--- src/rtl/imm_gen_pipe.sv ---
// Pipelined immediate extender with valid/ready handshake and a 2-entry skid buffer.
// The instruction is decoded combinationally on the input side and registered, so
// there is no combinational path from any in_* port to any out_* port.
// Optional build macro: IMM_GEN_ILLEGAL_CHECK_EN enables the out_illegal flag and its
// storage; without it out_illegal is tied low.
module imm_gen_pipe #(
  parameter int unsigned XLEN  = 32,
  parameter int unsigned TAG_W = 32
) (
  input  logic             clk,
  input  logic             reset,
  input  logic             flush,
  input  logic             in_valid,
  output logic             in_ready,
  input  logic [31:0]      in_instr,
  input  logic [2:0]       in_immsrc,
  input  logic [TAG_W-1:0] in_tag,
  output logic             out_valid,
  input  logic             out_ready,
  output logic [XLEN-1:0]  out_imm,
  output logic [TAG_W-1:0] out_tag,
  output logic             out_illegal
);

  localparam logic [2:0] SrcI     = 3'b000;
  localparam logic [2:0] SrcS     = 3'b001;
  localparam logic [2:0] SrcB     = 3'b010;
  localparam logic [2:0] SrcJ     = 3'b011;
  localparam logic [2:0] SrcU     = 3'b100;
  localparam logic [2:0] SrcZimm  = 3'b101;
  localparam logic [2:0] SrcShamt = 3'b110;

  logic            s;
  logic [31:0]     val32;
  logic [XLEN-1:0] imm_c;

  // Opcode bits carry no immediate information.
  logic unused_opcode;
  assign unused_opcode = ^in_instr[6:0];

  assign s = in_instr[31];

  // Build a 32-bit sign-extended value; zero-extended formats have bit 31 clear,
  // so one final signed widening to XLEN is correct for every format.
  always_comb begin
    val32 = '0;
    case (in_immsrc)
      SrcI:     val32 = {{20{s}}, in_instr[31:20]};
      SrcS:     val32 = {{20{s}}, in_instr[31:25], in_instr[11:7]};
      SrcB:     val32 = {{19{s}}, in_instr[31], in_instr[7], in_instr[30:25],
                         in_instr[11:8], 1'b0};
      SrcJ:     val32 = {{11{s}}, in_instr[31], in_instr[19:12], in_instr[20],
                         in_instr[30:21], 1'b0};
      SrcU:     val32 = {in_instr[31:12], 12'b0};
      SrcZimm:  val32 = {27'b0, in_instr[19:15]};
      SrcShamt: val32 = (XLEN == 64) ? {26'b0, in_instr[25:20]} : {27'b0, in_instr[24:20]};
      default:  val32 = '0;
    endcase
  end

  assign imm_c = XLEN'($signed(val32));

  logic             or_valid_q, sk_valid_q;
  logic             or_valid_d, sk_valid_d;
  logic [XLEN-1:0]  or_imm_q, sk_imm_q;
  logic [TAG_W-1:0] or_tag_q, sk_tag_q;

  logic accept, drain, or_free, or_load_sk, or_load_new, sk_load;

  // in_ready depends only on a flop, never on out_ready.
  assign in_ready    = !sk_valid_q;
  assign accept      = in_valid && in_ready && !flush;
  assign drain       = or_valid_q && out_ready;
  assign or_free     = !or_valid_q || drain;
  // SK refills OR first; accept is impossible while SK is valid.
  assign or_load_sk  = !flush && or_free && sk_valid_q;
  assign or_load_new = accept && or_free && !sk_valid_q;
  assign sk_load     = accept && !or_free;

  // Next-state valid bits; flush overrides accept and drain.
  always_comb begin
    or_valid_d = or_valid_q;
    sk_valid_d = sk_valid_q;
    if (flush) begin
      or_valid_d = 1'b0;
      sk_valid_d = 1'b0;
    end else begin
      if (or_free) begin
        or_valid_d = sk_valid_q || accept;
      end
      if (or_load_sk) begin
        sk_valid_d = 1'b0;
      end else if (sk_load) begin
        sk_valid_d = 1'b1;
      end
    end
  end

  // Valid bits.
  always_ff @(posedge clk or posedge reset) begin
    if (reset) begin
      or_valid_q <= 1'b0;
      sk_valid_q <= 1'b0;
    end else begin
      or_valid_q <= or_valid_d;
      sk_valid_q <= sk_valid_d;
    end
  end

  // Payload registers; OR only changes when it is free, keeping data stable under stall.
  always_ff @(posedge clk or posedge reset) begin
    if (reset) begin
      or_imm_q <= '0;
      or_tag_q <= '0;
      sk_imm_q <= '0;
      sk_tag_q <= '0;
    end else begin
      if (or_load_sk) begin
        or_imm_q <= sk_imm_q;
        or_tag_q <= sk_tag_q;
      end else if (or_load_new) begin
        or_imm_q <= imm_c;
        or_tag_q <= in_tag;
      end
      if (sk_load) begin
        sk_imm_q <= imm_c;
        sk_tag_q <= in_tag;
      end
    end
  end

  assign out_valid = or_valid_q;
  assign out_imm   = or_imm_q;
  assign out_tag   = or_tag_q;

`ifdef IMM_GEN_ILLEGAL_CHECK_EN
  logic ill_c, or_ill_q, sk_ill_q;

  assign ill_c = (in_immsrc == 3'b111) ||
                 ((in_immsrc == SrcShamt) && (XLEN == 32) && in_instr[25]);

  // Illegal flag follows its entry through SK exactly like the payload.
  always_ff @(posedge clk or posedge reset) begin
    if (reset) begin
      or_ill_q <= 1'b0;
      sk_ill_q <= 1'b0;
    end else begin
      if (or_load_sk) begin
        or_ill_q <= sk_ill_q;
      end else if (or_load_new) begin
        or_ill_q <= ill_c;
      end
      if (sk_load) begin
        sk_ill_q <= ill_c;
      end
    end
  end

  assign out_illegal = or_ill_q;
`else
  assign out_illegal = 1'b0;
`endif

endmodule
--- config.mk ---
export PLATFORM = sky130hd
export DESIGN_NAME = imm_gen_pipe
export DESIGN_NICKNAME = d
export VERILOG_FILES = /design/src/rtl/imm_gen_pipe.sv
export SDC_FILE = /design/constraint.sdc
export NUM_CORES = 1
export LEC_CHECK = 0
export BUFFER_PORTS_ARGS = -buffer_cell sky130_fd_sc_hd__buf_4
export CORE_MARGIN = 1.5
export CORE_UTILIZATION = 43
export CTS_CLUSTER_DIAMETER = 200
export CTS_CLUSTER_SIZE = 30
export DETAILED_ROUTE_END_ITERATION = 12
export GPL_TIMING_DRIVEN = 0
export HOLD_SLACK_MARGIN = 0.03
export PLACE_DENSITY = 0.73
export SYNTH_ARGS = -nofsm -noshare
export SYNTH_HDL_FRONTEND = slang
export SYNTH_SLANG_ARGS = --single-unit
export TNS_END_PERCENT = 20
--- constraint.sdc ---
create_clock -name clk -period 9.2 [get_ports clk]
set_input_delay 1.84 -clock clk [delete_from_list [all_inputs] [get_ports clk]]
set_output_delay 1.84 -clock clk [all_outputs]
set_load 0.03 [all_outputs]
==> results of run 1 <==
flip-flops by register name, indices dropped and copies added, names as in the netlist:
| signal | count |
|---|---|
| out_imm | 32 |
| out_tag | 32 |
| sk_imm_q | 32 |
| sk_tag_q | 32 |
| out_valid | 1 |
| sk_valid_q | 1 |
metrics by stage:
stage,util (%),setup WS [ps],instances,instance area [um2],hold slack (ps)
6_report,57.8,6170,927,7690,479
4_1_cts,57.8,6180,927,7690,481
5_1_grt,57.8,6100,927,7690,510
2_1_floorplan,-,3890,590,5880,445
3_3_place_gp,53.2,2570,895,7070,457
3_5_place_dp,53.4,5740,896,7100,466
worst max path at each step:
| stage | cells past startpoint | endpoint | from |
|---|---|---|---|
| final | 6 | out_tag[18] | flush |
| after global routing | 5 | out_imm[2] | flush |
| after CTS | 2 | in_ready | sk_valid_q |
| after detailed placement | 6 | out_tag[18] | flush |
| after global placement | 2 | out_imm[14] | reset |
| after floorplan | 1 | out_imm[0] | reset |
where the power goes:
part	internal (uW)	leakage (uW)	switching (uW)
logic	161	0.00163	223
registers	682	0.00159	63.3
clock network	429	0.000275	239
total	1270	0.00349	526
layout by cell type (no fill, tap or decap), types with 2 or more instances in the layout:
cell | netlist | layout
o22a_1 | 7 | 7
mux2i_1 | 5 | 5
o21ai_1 | 15 | 15
dfrtp_1 | 130 | 130
or3_1 | 2 | 2
nand2_1 | 117 | 117
nor2_1 | 41 | 41
nor3_4 | 2 | 2
buf_2 | 24 | 24
bufinv_16 | 0 | 3
buf_6 | 3 | 3
buf_4 | 5 | 134
o21bai_1 | 5 | 5
a31oi_1 | 43 | 43
clkinvlp_4 | 0 | 4
a22oi_1 | 14 | 14
mux2_2 | 37 | 37
clkinv_2 | 0 | 3
nand2b_1 | 13 | 13
nor2b_1 | 4 | 4
clkbuf_16 | 0 | 17
nor4_1 | 4 | 4
nor3_1 | 2 | 2
and2_1 | 12 | 12
o21ai_0 | 48 | 48
a21oi_1 | 30 | 30
clkbuf_1 | 15 | 18
critical path, delay by kind of cell:
kind	cells	cell delay [ps]
compound gates	1	120
simple gates	1	440
buf+inv	4	900
final cells by class:
type / instances / area [um2] / share of cell area (%)
buffer: 47 / 248 / 3.22
clock buffer: 21 / 450 / 5.86
clock inverter: 10 / 135 / 1.76
inverter: 2 / 12.5 / 0.163
multi-input combinational: 411 / 2370 / 30.9
sequential: 130 / 3250 / 42.3
tap: 176 / 220 / 2.86
timing repair buffer: 130 / 996 / 13.0
cell families after synthesis:
kind of cell,count (synthesis)
and+or+nand+nor,203
AOI/OAI and AO/OA,164
DFF,130
buffers and inverters,49
muxes,42
xor gates and xnor gates,1
other,1
metal layers:
layer | wire length (um) | up-vias
li1 | - | 2338
met1 | 6830 | 2526
met2 | 7760 | 206
met3 | 986 | 34
met4 | 356 | 0
met5 | 0 | -
==> results.py, run 1 <==
metrics = {
    "die": {
        "design.die.area_um2": 14400,
        "io-pin-count": 139,
        "die_extent_in_x_um": 120,
        "die_height_um": 120,
        "floorplan.rows": 42,
        "coreArea_um2": 13300,
        "initial_utilization_pct": 44.2,
    },
    "grt": {
        "globalRouteMet3Util_pct": 5.70,
        "antenna_violations_before_repair": 0,
        "globalRouteTotalUtil_pct": 23.5,
        "gr-max-usage-layer": "met2",
        "global_route.overflow_total": 0,
        "routing_usage_on_met2_pct": 37.2,
        "grt_max_degree": 79,
        "grtUsageMet1_pct": 30.9,
        "grt_pass1_wl_um": 25900,
        "grt_pass1_vias": 5096,
    },
    "yosys": {
        "yosysSeqAreaShare_pct": 55.3,
        "synthXorXnorAreaFrac_pct": 0.468,
        "synth_enable_flop_cells": 0,
        "synth-main-ff-cell": "dfrtp_1",
        "postSynthAreaPerCell_um2": 9.97,
        "async_flop_share_pct": 100,
        "postSynthRegisterBits": 130,
        "adder_cell_fraction_of_synth_area_pct": 0,
        "synth-compound-area-share_pct": 16.2,
        "yosys.area.top_type_share_pct": 55.3,
        "synthesized_instance_count": 590,
        "synthSimpleGateAreaFrac_pct": 15.6,
        "synth.net_count": 662,
        "synth.area.mux_share_pct": 7.94,
        "yosys.area.top_type": "dfrtp_1",
        "post_synth_most_frequent_cells": "dfrtp_1 (130), nand2_1 (117), o21ai_0 (48)",
        "synth_top_family_by_area": "compound AO/OA/AOI/OAI gates",
        "syn_area_um2": 5880,
        "post-synth-top-count-cell": "dfrtp_1",
        "synth.top_cells.by_area": "dfrtp_1 (55%), nand2_1 (7.5%), mux2_2 (7.1%)",
        "synth.lib_cells_used.distinct": 35,
        "synth_warnings": 0,
    },
    "job": {
        "max_cap_viol_count": 0,
    },
    "hold_path": {
        "worstHoldEndpoint": "sk_imm_q[7]",
        "hold-path-cell-count": 2,
        "hp-class": "reg2reg",
        "holdCritStartpoint": "sk_imm_q[7]",
    },
    "timing": {
        "clock-skew-final_ps": 7.78,
        "finalSetupViolCount": 0,
        "worst_slew_pin_slew_ps": 546,
        "timing.fmax_mhz": 330,
        "setup_total_negative_slack_ps": 0,
        "maxSlewViolCount": 0,
        "timing.max_slew.rel_slack_pct": 63.6,
        "timing.final.crit_period_ps": 3030,
        "hold_violations": 0,
        "unrepaired_setup_endpoints_after_global_routing": "false",
        "finalCritPeriodShare_pct": 32.9,
    },
    "layout": {
        "final_net_count": 811,
        "final_layout_size_suffix_gt1_share_pct": 31.4,
        "area_growth_syn_to_layout_pct": 30.7,
        "nFillCells": 1122,
        "ant_cells": 0,
    },
    "critical_path": {
        "startpoint_of_the_most_critical_register_to_register_path": "out_valid",
        "r2r-end": "out_tag[18]",
        "r2r_worst_path_depth": 6,
        "critical_path.cell_chain": "buf_4 > buf_2 > nor3_4 > buf_2 > buf_2 > a31oi_1",
        "worst_path_max_delay_cell": "nor3_4",
        "worstPathMaxFanout": 10,
        "rrSetupSlack_ps": 7260,
        "worst_path_required_ps": 9480,
        "largest_stage_delay_on_the_critical_path_ps": 440,
        "timing.critical_path.mode_cell": "buf_2",
        "crit_end_element": "register",
        "worst_setup_path_start_kind": "primary input",
        "kind_of_critical_path": "in2reg",
        "cp.arrival_ps": 3310,
    },
    "routing": {
        "drt.antenna.violating_nets": 0,
        "vias": 5104,
        "detail_route.drc_violations": 0,
        "wl_per_cell_um": 17.2,
        "viasPerCell": 5.51,
        "wirelength_um": 15900,
        "detailedRoute.firstIterationViolations": 339,
        "first_pass_iters": 5,
    },
    "clock_network": {
        "cts.sinks": 130,
        "clkSlewWorstSetupHoldPaths_ps": 60,
        "postCtsResizedCells": 0,
        "post-cts-setup-buffers": 0,
        "clockBufferDepth": 2,
        "h-tree-depth": 4,
        "clk_latency_ps": 420,
        "cts_hold_buffers": 0,
        "cts_tree": "yes",
        "num_cts_buffers": 17,
        "clk_root_buffer_cell": "clkbuf_16",
    },
    "pwr": {
        "static-leakage-power_uw": 0.00349,
        "power_uw": 1800,
        "power_per_cell_area_nw_per_um2": 234,
        "peakVddDrop_mv": 0.122,
    },
    "place": {
        "place.detailed.hpwl_um": 11400,
        "io_buffers": 129,
        "place.gp.congestion": 0.907,
    },
    "run_status": {
        "outcome": "finished clean",
    },
}
Power figures use the tool's default switching activity.
==> run 2, diff against run 1 <==
Clock period 9.2 ns to 3.1 ns, I/O delays scaled along.
==> results.py, run 2 (synthesis gave the netlist of run 1 again) <==
metrics = {
    "grt": {
        "grt_pass1_vias": 4951,
        "global_route.overflow_total": 0,
        "grt_max_degree": 43,
        "grt_pass1_wl_um": 25700,
        "antenna_violations_before_repair": 0,
        "grtUsageMet1_pct": 30.5,
        "gr-max-usage-layer": "met2",
        "globalRouteMet3Util_pct": 6.56,
        "globalRouteTotalUtil_pct": 23.4,
        "routing_usage_on_met2_pct": 37.8,
    },
    "critical_path": {
        "worst_setup_path_start_kind": "register",
        "r2r-end": "out_imm[19]",
        "critical_path.cell_chain": "nor2b_4 > buf_6 > or3_4 > clkbuf_1 > nand2_1 > o21ai_0",
        "rrSetupSlack_ps": 1190,
        "r2r_worst_path_depth": 6,
        "worst_path_max_delay_cell": "dfrtp_1",
        "worstPathMaxFanout": 10,
        "startpoint_of_the_most_critical_register_to_register_path": "out_valid",
        "crit_end_element": "register",
        "cp.arrival_ps": 2200,
        "largest_stage_delay_on_the_critical_path_ps": 400,
        "worst_path_required_ps": 3380,
        "kind_of_critical_path": "reg2reg",
    },
    "clock_network": {
        "post-cts-setup-buffers": 0,
        "clk_root_buffer_cell": "clkbuf_16",
        "postCtsResizedCells": 0,
        "cts_tree": "yes",
        "clk_latency_ps": 420,
        "cts_hold_buffers": 0,
        "num_cts_buffers": 17,
        "cts.sinks": 130,
        "h-tree-depth": 4,
        "clockBufferDepth": 2,
        "clkSlewWorstSetupHoldPaths_ps": 60,
    },
    "die": {
        "coreArea_um2": 13300,
        "initial_utilization_pct": 44.2,
        "floorplan.rows": 42,
        "design.die.area_um2": 14400,
        "die_height_um": 120,
        "io-pin-count": 139,
        "die_extent_in_x_um": 120,
    },
    "routing": {
        "drt.antenna.violating_nets": 0,
        "first_pass_iters": 5,
        "viasPerCell": 5.46,
        "wl_per_cell_um": 17.3,
        "wirelength_um": 16100,
        "vias": 5080,
        "detail_route.drc_violations": 0,
        "detailedRoute.firstIterationViolations": 392,
    },
    "timing": {
        "finalSetupViolCount": 0,
        "setup_total_negative_slack_ps": 0,
        "hold_violations": 0,
        "finalCritPeriodShare_pct": 61.8,
        "worst_slew_pin_slew_ps": 537,
        "maxSlewViolCount": 0,
        "unrepaired_setup_endpoints_after_global_routing": "false",
        "worst_hold_slack_ps": 223,
        "timing.final.crit_period_ps": 1910,
        "timing.fmax_mhz": 522,
        "timing.max_slew.rel_slack_pct": 64.2,
        "clock-skew-final_ps": 5.58,
    },
    "place": {
        "io_buffers": 129,
        "place.gp.congestion": 0.859,
        "place.detailed.hpwl_um": 11300,
        "placedInstanceArea_um2": 7130,
    },
    "layout": {
        "leading_cell_type_in_the_layout_fill_and_taps_excluded": "buf_4",
        "ant_cells": 0,
        "nFillCells": 1123,
        "final_core_utilization_pct": 58.7,
        "area_growth_syn_to_layout_pct": 32.7,
        "multi_input_area_um2": 2370,
        "final_layout_size_suffix_gt1_share_pct": 31.8,
        "seq_area_um2": 3250,
        "final_net_count": 813,
        "final_design_area_no_fill_um2": 7810,
        "most-common-layout-cells": "buf_4 (134), dfrtp_1 (130), nand2_1 (117)",
    },
    "pwr": {
        "peakVddDrop_mv": 0.472,
        "power_per_cell_area_nw_per_um2": 718,
        "static-leakage-power_uw": 0.00355,
    },
    "hold_path": {
        "hp-class": "in2async",
    },
    "job": {
        "max_cap_viol_count": 0,
    },
    "run_status": {
        "outcome": "finished clean",
    },
}
-- run 2: changes by cell type in the layout (fill, tap and decap cells not counted) --
cell        before  now
clkbuf_1        18   17
inv_6            1    0
bufinv_16        3    5
clkinvlp_4       4    2
clkinv_2         3    1
buf_12           0    3
clkinv_4         0    1
buf_16           1    0
clkbuf_8         1    5
-- run 2: worst max-delay path by stage --
stage	start	to	slack, ps	cells after the start
2_1_floorplan	reset	out_imm[0]	870	1
3_3_place_gp	reset	out_imm[1]	110	2
3_5_place_dp	flush	out_tag[16]	870	6
4_1_cts	out_valid	out_imm[19]	1160	6
5_1_grt	out_valid	out_imm[14]	1030	6
6_report	out_valid	out_imm[19]	1190	6
-- run 2: critical path: cells and delay by family, from the launching register on --
kind | cells | cell delay, ps
flip-flops | 1 | 400
AO/OA/AOI/OAI | 1 | 160
buffers and inverters | 2 | 380
AND/OR/NAND/NOR | 3 | 840
-- run 2: power by group --
group          leakage, uW  total [uW]  internal (uW)  switching, uW
Clock             0.000327        2260           1530            721
Sequential         0.00159        2210           2020            185
Combinational      0.00164        1140            480            659
-- run 2: routing by layer --
metal | up-vias | wire length [um]
met5 | - | 0
met4 | 0 | 299
met3 | 31 | 1140
met2 | 232 | 7990
met1 | 2471 | 6690
li1 | 2346 | -
-- run 2: area by class of cell --
type / count / share of cell area (%)
Inverter: 2 / 0.144
Sequential cell: 130 / 41.7
Multi-Input combinational cell: 411 / 30.4
Clock inverter: 8 / 2.20
Timing Repair Buffer: 132 / 13.2
Clock buffer: 24 / 6.43
Tap cell: 176 / 2.82
Buffer: 47 / 3.17
-- run 2: through the flow --
step | cells | total power, uW | setup WS, ps
6_report | 930 | 5610 | 1190
5_1_grt | 930 | 5850 | 1030
3_5_place_dp | 898 | 3370 | 873
2_1_floorplan | 590 | 2910 | 871
4_1_cts | 930 | 5640 | 1160
3_3_place_gp | 895 | 3320 | 111
==> run 3, diff against run 2 <==
Settings changed: PLACE_DENSITY 0.73 to 0.76.
Clock period 3.1 ns to 1.7 ns, I/O delays scaled along.
==> results.py, run 3 (synthesis gave the netlist of run 1 again) <==
metrics = {
    "job": {
        "max_cap_viol_count": 0,
    },
    "clock_network": {
        "h-tree-depth": 4,
        "clk_root_buffer_cell": "clkbuf_16",
        "num_cts_buffers": 17,
        "cts_tree": "yes",
        "cts.sinks": 130,
        "cts_hold_buffers": 0,
        "clk_latency_ps": 420,
        "clockBufferDepth": 2,
        "clkSlewWorstSetupHoldPaths_ps": 50,
    },
    "timing": {
        "timing.final.crit_period_ps": 1650,
        "fin_ws_ps": 53.6,
        "worst_hold_slack_ps": 37.9,
        "unrepaired_setup_endpoints_after_global_routing": "false",
        "worst_slew_pin_slew_ps": 721,
        "timing.max_slew.rel_slack_pct": 51.9,
        "finalSetupViolCount": 0,
        "maxSlewViolCount": 0,
        "hold_violations": 0,
        "timing.fmax_mhz": 607,
        "finalCritPeriodShare_pct": 96.8,
        "clock-skew-final_ps": 3.90,
    },
    "die": {
        "coreArea_um2": 13300,
        "initial_utilization_pct": 44.2,
        "io-pin-count": 139,
        "die_extent_in_x_um": 120,
        "design.die.area_um2": 14400,
        "floorplan.rows": 42,
        "die_height_um": 120,
    },
    "routing": {
        "wl_per_cell_um": 17.4,
        "detail_route.drc_violations": 0,
        "vias": 5114,
        "viasPerCell": 5.49,
        "first_pass_iters": 5,
        "drt.antenna.violating_nets": 0,
        "detailedRoute.firstIterationViolations": 290,
        "wirelength_um": 16300,
    },
    "pwr": {
        "peakVddDrop_mv": 0.646,
        "combinational_fraction_of_design_power_pct": 22.1,
        "seq_power_share_pct": 42.2,
        "power_per_cell_area_nw_per_um2": 1230,
        "power_switching_share_pct": 29.5,
        "power_report.internal_total_uw": 6760,
        "power_uw": 9590,
        "static-leakage-power_uw": 0.00358,
        "p_clk_share_pct": 35.8,
        "power.net_switching_uw": 2830,
    },
    "place": {
        "io_buffers": 129,
        "dp_cells": 898,
        "place.detailed.hpwl_um": 11600,
        "preCtsSetupSlack_ps": -246,
        "place.gp.congestion": 0.851,
    },
    "critical_path": {
        "worstPathMaxFanout": 10,
        "kind_of_critical_path": "reg2reg",
        "worst_setup_path_start_kind": "register",
        "cp.arrival_ps": 1940,
        "crit_end_element": "register",
        "worst_path_required_ps": 1990,
    },
    "layout": {
        "final_net_count": 818,
        "area_growth_syn_to_layout_pct": 33.1,
        "layout.cells.non_filler": 932,
        "leading_cell_type_in_the_layout_fill_and_taps_excluded": "buf_4",
        "most-common-layout-cells": "buf_4 (140), dfrtp_1 (130), nand2_1 (116)",
        "ant_cells": 0,
        "final_layout_size_suffix_gt1_share_pct": 33.7,
    },
    "grt": {
        "grt_max_degree": 46,
        "globalRouteTotalUtil_pct": 23.9,
        "global_route.overflow_total": 0,
        "grt_pass1_vias": 5088,
        "grt_pass1_wl_um": 26400,
        "antenna_violations_before_repair": 0,
    },
    "hold_path": {
        "hp-class": "in2async",
    },
    "run_status": {
        "outcome": "finished clean",
    },
}
## run 3: cell types whose count changed in the layout (fill, tap and decap cells not counted), moves of 2 or more
| cell | change |
|---|---|
| bufinv_16 | -4 |
| buf_2 | -8 |
| buf_4 | +6 |
| o21ai_0 | -6 |
| buf_6 | +7 |
| clkinv_2 | +2 |
| o21ai_2 | +2 |
| o21ai_1 | +4 |
| clkbuf_1 | -9 |
| clkbuf_2 | +6 |
| clkbuf_4 | +3 |
## run 3: path summary, 6_finish.rpt
kind                            slack (ps)  cells past startpoint      endpoint    startpoint
worst max-delay path                    50                      7   out_imm[31]     out_valid
worst min-delay path                    40                      2   out_tag[26]         reset
worst max register to register          50                      7   out_imm[31]     out_valid
worst min register to register         480                      2  sk_imm_q[26]  sk_imm_q[26]
max in group asynchronous              860                      4  sk_imm_q[17]         reset
min in group clk                       160                      2  sk_tag_q[13]    in_tag[13]
## run 3: cell type report
| cell class | count | area [um2] |
|---|---|---|
| plain buffers | 47 | 313 |
| clock buffers | 24 | 502 |
| clock inverters | 5 | 52.6 |
| fillers | 1149 | 5470 |
| inverters | 2 | 11.3 |
| multi-input cells | 411 | 2400 |
| flip-flops and latches | 130 | 3250 |
| well taps | 176 | 220 |
| repair buffers | 137 | 1070 |
## run 3: metal layers
layer  global-route usage [%]  vias to the layer above  wire length [um]
met1                     30.8                     2525              7000
li1                         -                     2361                 -
met4                     12.7                        0               530
met5                        0                        -                 0
met3                     4.85                       45               855
met2                     38.0                      183              7880
## run 3: timing repair
action | in CTS | in global routing
endpoints found under the hold margin | 0 | 0
pin swaps | 3 | 2
setup endpoints to repair | 88 | 59
buffers inserted | 3 | 2
gates resized for setup | 15 | 33
## run 3: worst max-delay path, cell delays in order, from the launching register on
cell and delay [ps]:
dfrtp_1 390, nor2b_4 130, buf_6 140, or3_4 350, buf_6 160, buf_6 150, nand3_1 100, a31oi_1 90
## run 3: per-stage QoR
step / instance area (um2) / util [%] / setup TNS (ps)
final: 7830 / 58.9 / 0
after global routing: 7830 / 58.9 / 0
after CTS: 7760 / 58.4 / -0.376
after detailed placement: 7140 / 53.7 / -12650
after global placement: 7070 / 53.2 / -137370
after floorplan: 5880 / - / -32500
## run 3: power groups by stage
stage	clock network (uW)	registers [uW]	logic [uW]
after floorplan	0	4500	801
after global placement	0	4030	2020
after detailed placement	0	4080	2090
after CTS	3470	4040	2120
after global routing	3610	4110	2290
final	3430	4040	2120
